## src/rtl/select_adder_8.sv

```systemverilog
// ============================================================================
//  Module      : select_adder_8
//  Description : 8-bit carry-select adder (ripple lower nibble, duplicated
//                upper nibble) with a registered {co, s} result.
//  Revision    : 1.0 - initial release
// ============================================================================
`default_nettype none

module select_adder_8_fa (
    input  logic x_i,
    input  logic y_i,
    input  logic cin_i,
    output logic sum_o,
    output logic cout_o
);
    assign sum_o  = x_i ^ y_i ^ cin_i;
    assign cout_o = (x_i & y_i) | (x_i & cin_i) | (y_i & cin_i);
endmodule

module select_adder_8_rca4 (
    input  logic [3:0] x_i,
    input  logic [3:0] y_i,
    input  logic       cin_i,
    output logic [3:0] sum_o,
    output logic       cout_o
);
    logic [4:0] w_carry;

    assign w_carry[0] = cin_i;

    generate
        for (genvar gi = 0; gi < 4; gi++) begin : g_fa
            select_adder_8_fa u_fa (
                .x_i    (x_i[gi]),
                .y_i    (y_i[gi]),
                .cin_i  (w_carry[gi]),
                .sum_o  (sum_o[gi]),
                .cout_o (w_carry[gi+1])
            );
        end
    endgenerate

    assign cout_o = w_carry[4];
endmodule

module select_adder_8 (
    input  logic       clk,
    input  logic       rst_n,
    output logic [7:0] s,
    output logic       co,
    input  logic [7:0] a,
    input  logic [7:0] b,
    input  logic       ci
);
    logic [3:0] w_sum_lo;
    logic       w_c4;
    logic [3:0] w_sum_h0;
    logic       w_c8_0;
    logic [3:0] w_sum_h1;
    logic       w_c8_1;
    logic [4:0] w_hi_sel;
    logic [8:0] result_d;
    logic [8:0] result_q;

    select_adder_8_rca4 u_lo (
        .x_i    (a[3:0]),
        .y_i    (b[3:0]),
        .cin_i  (ci),
        .sum_o  (w_sum_lo),
        .cout_o (w_c4)
    );

    // Both upper-nibble outcomes are formed in parallel with the lower ripple.
    select_adder_8_rca4 u_hi0 (
        .x_i    (a[7:4]),
        .y_i    (b[7:4]),
        .cin_i  (1'b0),
        .sum_o  (w_sum_h0),
        .cout_o (w_c8_0)
    );

    select_adder_8_rca4 u_hi1 (
        .x_i    (a[7:4]),
        .y_i    (b[7:4]),
        .cin_i  (1'b1),
        .sum_o  (w_sum_h1),
        .cout_o (w_c8_1)
    );

    assign w_hi_sel = w_c4 ? {w_c8_1, w_sum_h1} : {w_c8_0, w_sum_h0};
    assign result_d = {w_hi_sel, w_sum_lo};

    always_ff @(posedge clk or negedge rst_n) begin
        if (!rst_n) begin
            result_q <= 9'd0;
        end else begin
            result_q <= result_d;
        end
    end

    assign co = result_q[8];
    assign s  = result_q[7:0];
endmodule

`default_nettype wire

```

## config.mk

```make
export PLATFORM = sky130hd
export DESIGN_NAME = select_adder_8
export DESIGN_NICKNAME = d
export VERILOG_FILES = /design/src/rtl/select_adder_8.sv
export SDC_FILE = /design/constraint.sdc
export NUM_CORES = 1
export LEC_CHECK = 0
export BUFFER_PORTS_ARGS = -buffer_cell sky130_fd_sc_hd__buf_2
export CAP_MARGIN = 20
export CORE_AREA = 2 2 39 41
export CTS_BUF_LIST = sky130_fd_sc_hd__clkbuf_2 sky130_fd_sc_hd__clkbuf_4 sky130_fd_sc_hd__clkbuf_8
export DETAILED_ROUTE_END_ITERATION = 8
export DIE_AREA = 0 0 41 43
export GPL_TIMING_DRIVEN = 0
export PLACE_DENSITY_LB_ADDON = 0.1
export SETUP_SLACK_MARGIN = 0.15
export SLEW_MARGIN = 30
export SYNTH_ARGS = -nofsm -noshare
export SYNTH_HDL_FRONTEND = slang
export SYNTH_SLANG_ARGS = --single-unit
```

## constraint.sdc

```tcl
create_clock -name clk -period 0.8 [get_ports clk]
set_input_delay 0.08 -clock clk [delete_from_list [all_inputs] [get_ports clk]]
set_output_delay 0.08 -clock clk [all_outputs]
set_load 0.005 [all_outputs]
```

Word-level counts from Yosys, hierarchy flattened:

Index checks and enable logic that the tools add are counted.

* word-level logic and storage cells: 71
* output and inout bits: 9
* input bits: 19
* bits in registers: 9

* bitwise logic cells: 69
* mux-type cells: 1

Operators with widths (number)
* 1-bit bitwise AND: 28
* 1-bit OR: 22
* 1-bit bitwise XOR: 18
* 5-bit two-way mux: 1
* 1-bit NOT: 1

Depth between registers and ports, before layout:

* depth after elaboration: 13
* mapped depth: 9
* gate-level depth less buffers: 9

Hierarchy:

From an unflattened synthesis, not the netlist that was laid out.

* cells, all modules: 28
* area, all modules: 529.3 µm²

Modules (own cells, without submodules)
* select_adder_8: cells an instance 16, area an instance 289.0 µm², times used 1, sequential area each 225.2 µm²
* select_adder_8_fa: cells an instance 1, area an instance 20.0 µm², times used 12, sequential area each 0.0 µm²

Least setup slack after synthesis:

No wires, ideal clock.

* path type: in2reg
* start: input a[0]
* end: register result_q[7]
* cell stages on the path: 9
* path buffers: 0
* setup time: 0.123 ns
* slack: -1.478 ns
* data arrival time: 2.155 ns
* data required time: 0.677 ns
* path through: inv_1 -> fa_1 -> inv_1 -> fa_1 -> fa_1 -> fa_1 -> mux2i_1 -> o311a_1 -> xnor2_1

* longest elaborated chain between the ends: 13
* elaborated cells between the ends (all ways): 17
* those cells by class: mux: 1; bitwise: 16

RTL lines
* start: declaration: line 51 `input logic [7:0] a,`
* 1-bit bitwise AND: line 17 `assign cout_o = (x_i & y_i) | (x_i & cin_i) | (y_i & cin_i);`
* 1-bit OR * (2 in a row): line 17
* 1-bit bitwise AND: line 17
* 1-bit OR: line 17
* 1-bit OR *: line 17
* 1-bit bitwise AND: line 17
* 1-bit OR: line 17
* 1-bit OR *: line 17
* 1-bit bitwise AND: line 17
* 1-bit OR: line 17
* 1-bit OR *: line 17
* 5-bit two-way mux *: line 90 `assign w_hi_sel = w_c4 ? {w_c8_1, w_sum_h1} : {w_c8_0, w_sum_h0};`
* via w_hi_sel[3]: line 61 `logic [4:0] w_hi_sel;`
* end signal: assignment: line 97 `result_q <= result_d;`
* end: declaration: line 63 `logic [8:0] result_q;`

The timed path passes the listed nets; every way through them passes the cells marked *.

Final worst setup path:

Ends and elaborated chain as after synthesis.

==> results <==
- The total number of nets in the final design is 103.
- Following the worst setup path forward leads to its endpoint at result_q[7].
- The number of fill cells is 128.
- The first global-routing pass estimated 1.55 mm of wire.
- The via count of the first global-routing pass is 401.
- The max-capacitance violation count is 0.
- The final setup TNS is -6.97 ns.
- CTS built an H-tree with a depth of 1.
- Summed over all layers, the global routing overflow is 0.
- The maximum ir drop on the vdd rail is 0.000748 V.
- The count of vias placed by the detailed router is 385.
- The start-to-end type of the worst setup path is in -> reg.
- The commonest non-fill, non-tap cell in the layout is buf_2.
- The final reports fail on setup timing.
- The initial standard-cell utilization of the core is 0.353.
- The number of nets with antenna violations after detailed routing is 0.
- The clock slew at the register clock pins of the worst setup and hold paths is 0.06 ns.
- The number of core rows is 14.
- The netlist uses 11 different library cells.
- In this run the worst path has a maximum fanout of 2.
- The met3 track utilization from global routing is 0.0471.
- The final-report setup violation count is 15.
- The I/O pin count is 28.
- The clock passes through at most 2 buffers.
- The synthesized instance count is 39.
- The mean area per synthesized cell is 12.5 um^2.
- The clock sink count is 9.
- The flow ran to the end, but the final reports show violations.
- In the final layout, flip-flops and latches occupy 225 um^2.
- The synthesized flop and latch total is 9.
- The share of the Yosys chip area taken by registers is 0.462.
- The worst min-delay path class is in -> reg.
- The final number of max-transition violations is 0.
- The multi-input combinational cells in the finished layout cover a total of 259 um^2.
- The number of remaining DRC errors is 0.
- For this block, the initial DRC count from the detailed router was 2.
- Measured against its own limit, the worst slew margin works out to 0.867.
- The number of nets handed over by synthesis was 67.
- For this run, global-route usage on met2 was measured as 0.269.
- The total leakage power is 0.401 nW.
- The count of final hold-check violations came to 0.
- Compared with the post-synthesis result, the final layout area differs by 59.0%.
- The register with the most flip-flops in the final layout is result_q.
- The first-pass detailed-route iteration total is 2.
- The worst setup path is launched from an input pin.
- The number of flip-flops in the largest register is 9.
- The element type at the critical path end is a register.
- Of the available clock period, the critical path in the final layout requires 2.58.
- Entering global routing, the biggest net connects 10 pins.
- Across every metal layer, demand over resource in global routing totals 0.144.
- The routing usage on met1 is 0.115.
- The layer flagged by global routing as most heavily used is met2.
- The required time of the worst setup path is 0.94 ns.
- At the worst endpoint, the arrival time is 2.20 ns.
- The largest registers in the layout are result_q (9).
- The share of post-route cells with drive strength above 1 is 0.608.
- During placement, the flow inserted port buffers numbering 27.
- In this run the vertical extent of the chip is 43 um.
- The die covers 1760 um^2.
- The detailed placer's ending HPWL is 788 um.
- For the pin with the worst max-slew slack, the measured transition is 0.199 ns.
- The smallest setup slack after layout is -1.27 ns.
- During synthesis, Yosys emitted a total of 0 warnings.
- The top cell types in the final layout, fill and taps aside, are 24 x buf_2, 9 x dfrtp_1, 5 x ha_1.
- After routing the design area is 776 um^2.
- The placeable core region is 1380 um^2.
- TritonCTS built the clock tree.
- The initial antenna violation count was 0.
- Power spread over the standard cell area amounts to 1700 nW/um^2.
- In this run the clock root is driven by a clkbuf_4.
- Dividing the detail-routed wire length by the instance count gives 10.2 um.
- The netlist area before placement is 488 um^2.
- The last weighted congestion value of the routability-driven placer is 0.590.
- In this run the cell area measured after placement is 674 um^2.
- In this run the horizontal extent of the chip is 41 um.
- For this run, the top clock speed supported by timing is 484 MHz.
- Dividing the detail-routed via count by the number of cells gives 4.28.
- Counting I/O delays and the setup requirement, the final critical path takes 2.07 ns.
- The number of buffers created by CTS is 3.
- The library cell with the largest summed area after synthesis is dfrtp_1.
- Setup repair after global routing could not meet its margin everywhere.
- Of the post-synthesis cell area, the dominant cell type holds 0.462.
- The number of inserted diodes is 0.
- The launching element of the worst setup path is a[0].
- The detailed-route wire length is 915 um.
- After synthesis, the cell types taking the most area are dfrtp_1 46%, fa_1 16%, ha_1 13%.
power by group:
group	total, mW	internal (mW)	leakage (nW)	switching (mW)
logic	0.392	0.222	0.278	0.169
clock network	0.366	0.225	0.0184	0.141
registers	0.561	0.539	0.105	0.0211
Yosys cell counts:
cell,n
dfrtp_1,9
inv_1,9
ha_1,5
fa_1,4
nor2_1,3
o21bai_1,2
xnor2_1,2
xor2_1,2
mux2i_1,1
o21ai_0,1
o311a_1,1
logic make-up (layout without fill, tap and decap cells):
family / count (synthesis) / after routing / share of synthesized area
multiplexers: 1 / 1 / 0.0205
XOR/XNOR: 4 / 4 / 0.0718
AO/OA/AOI/OAI: 4 / 4 / 0.0615
flip-flops: 9 / 9 / 0.462
buffers and inverters: 9 / 44 / 0.0692
AND/OR/NAND/NOR: 3 / 3 / 0.0231
adder cells (fa/ha/maj): 9 / 9 / 0.292
layer usage:
metal  vias to the layer above  share of wire  wire length [um]
met5                         -              0                 0
met4                         0              0                 0
met3                         0          0.057                52
met2                        15           0.64               586
met1                       180           0.30               276
li1                        190              -                 -
critical path: stages:
cell and delay (ns):
buf_8 0.11, inv_12 0.04, fa_2 0.18, inv_2 0.03
fa_2 0.33, fa_2 0.36, fa_2 0.40, mux2i_4 0.20
o311a_1 0.32, xnor2_1 0.13
through the flow:
stage                     setup slack (ns)  hold WS, ns  power (mW)  std cells   util
after global placement               -1.58      -0.0639       0.897         82  0.487
final                                -1.27        0.105        1.32         90  0.561
after global routing                 -1.31        0.128        1.43         90  0.561
after floorplan                      -1.34       -0.216       0.721         39      -
after CTS                            -1.29       0.0858        1.34         89  0.551
after detailed placement             -1.62      -0.0607       0.914         82  0.487
final cells by class:
type,instances,area share
Clock buffer,4,0.0387
Multi-Input combinational cell,21,0.334
Tap cell,16,0.0258
Sequential cell,9,0.290
Timing Repair Buffer,31,0.245
Inverter,9,0.0661
timing repair:
action,in CTS,in global routing
setup endpoints to repair,18,17
setup buffers,2,1
resized for setup,8,1
gates cloned,0,0
hold buffers,1,0
pin swaps,2,4
hold endpoints to repair,9,0
how the worst min path moves through the flow:
| stage | from | endpoint | slack, ns | cells after the start |
|---|---|---|---|---|
| 6_report | b[7] | result_q[8] | 0.11 | 3 |
| 5_1_grt | b[7] | result_q[8] | 0.13 | 3 |
| 4_1_cts | b[7] | result_q[8] | 0.09 | 3 |
| 2_1_floorplan | rst_n | result_q[0] | -0.22 | 0 |
| 3_5_place_dp | rst_n | result_q[8] | -0.06 | 1 |
| 3_3_place_gp | rst_n | result_q[0] | -0.06 | 1 |
Note: power is estimated with default switching activity, not from simulation.
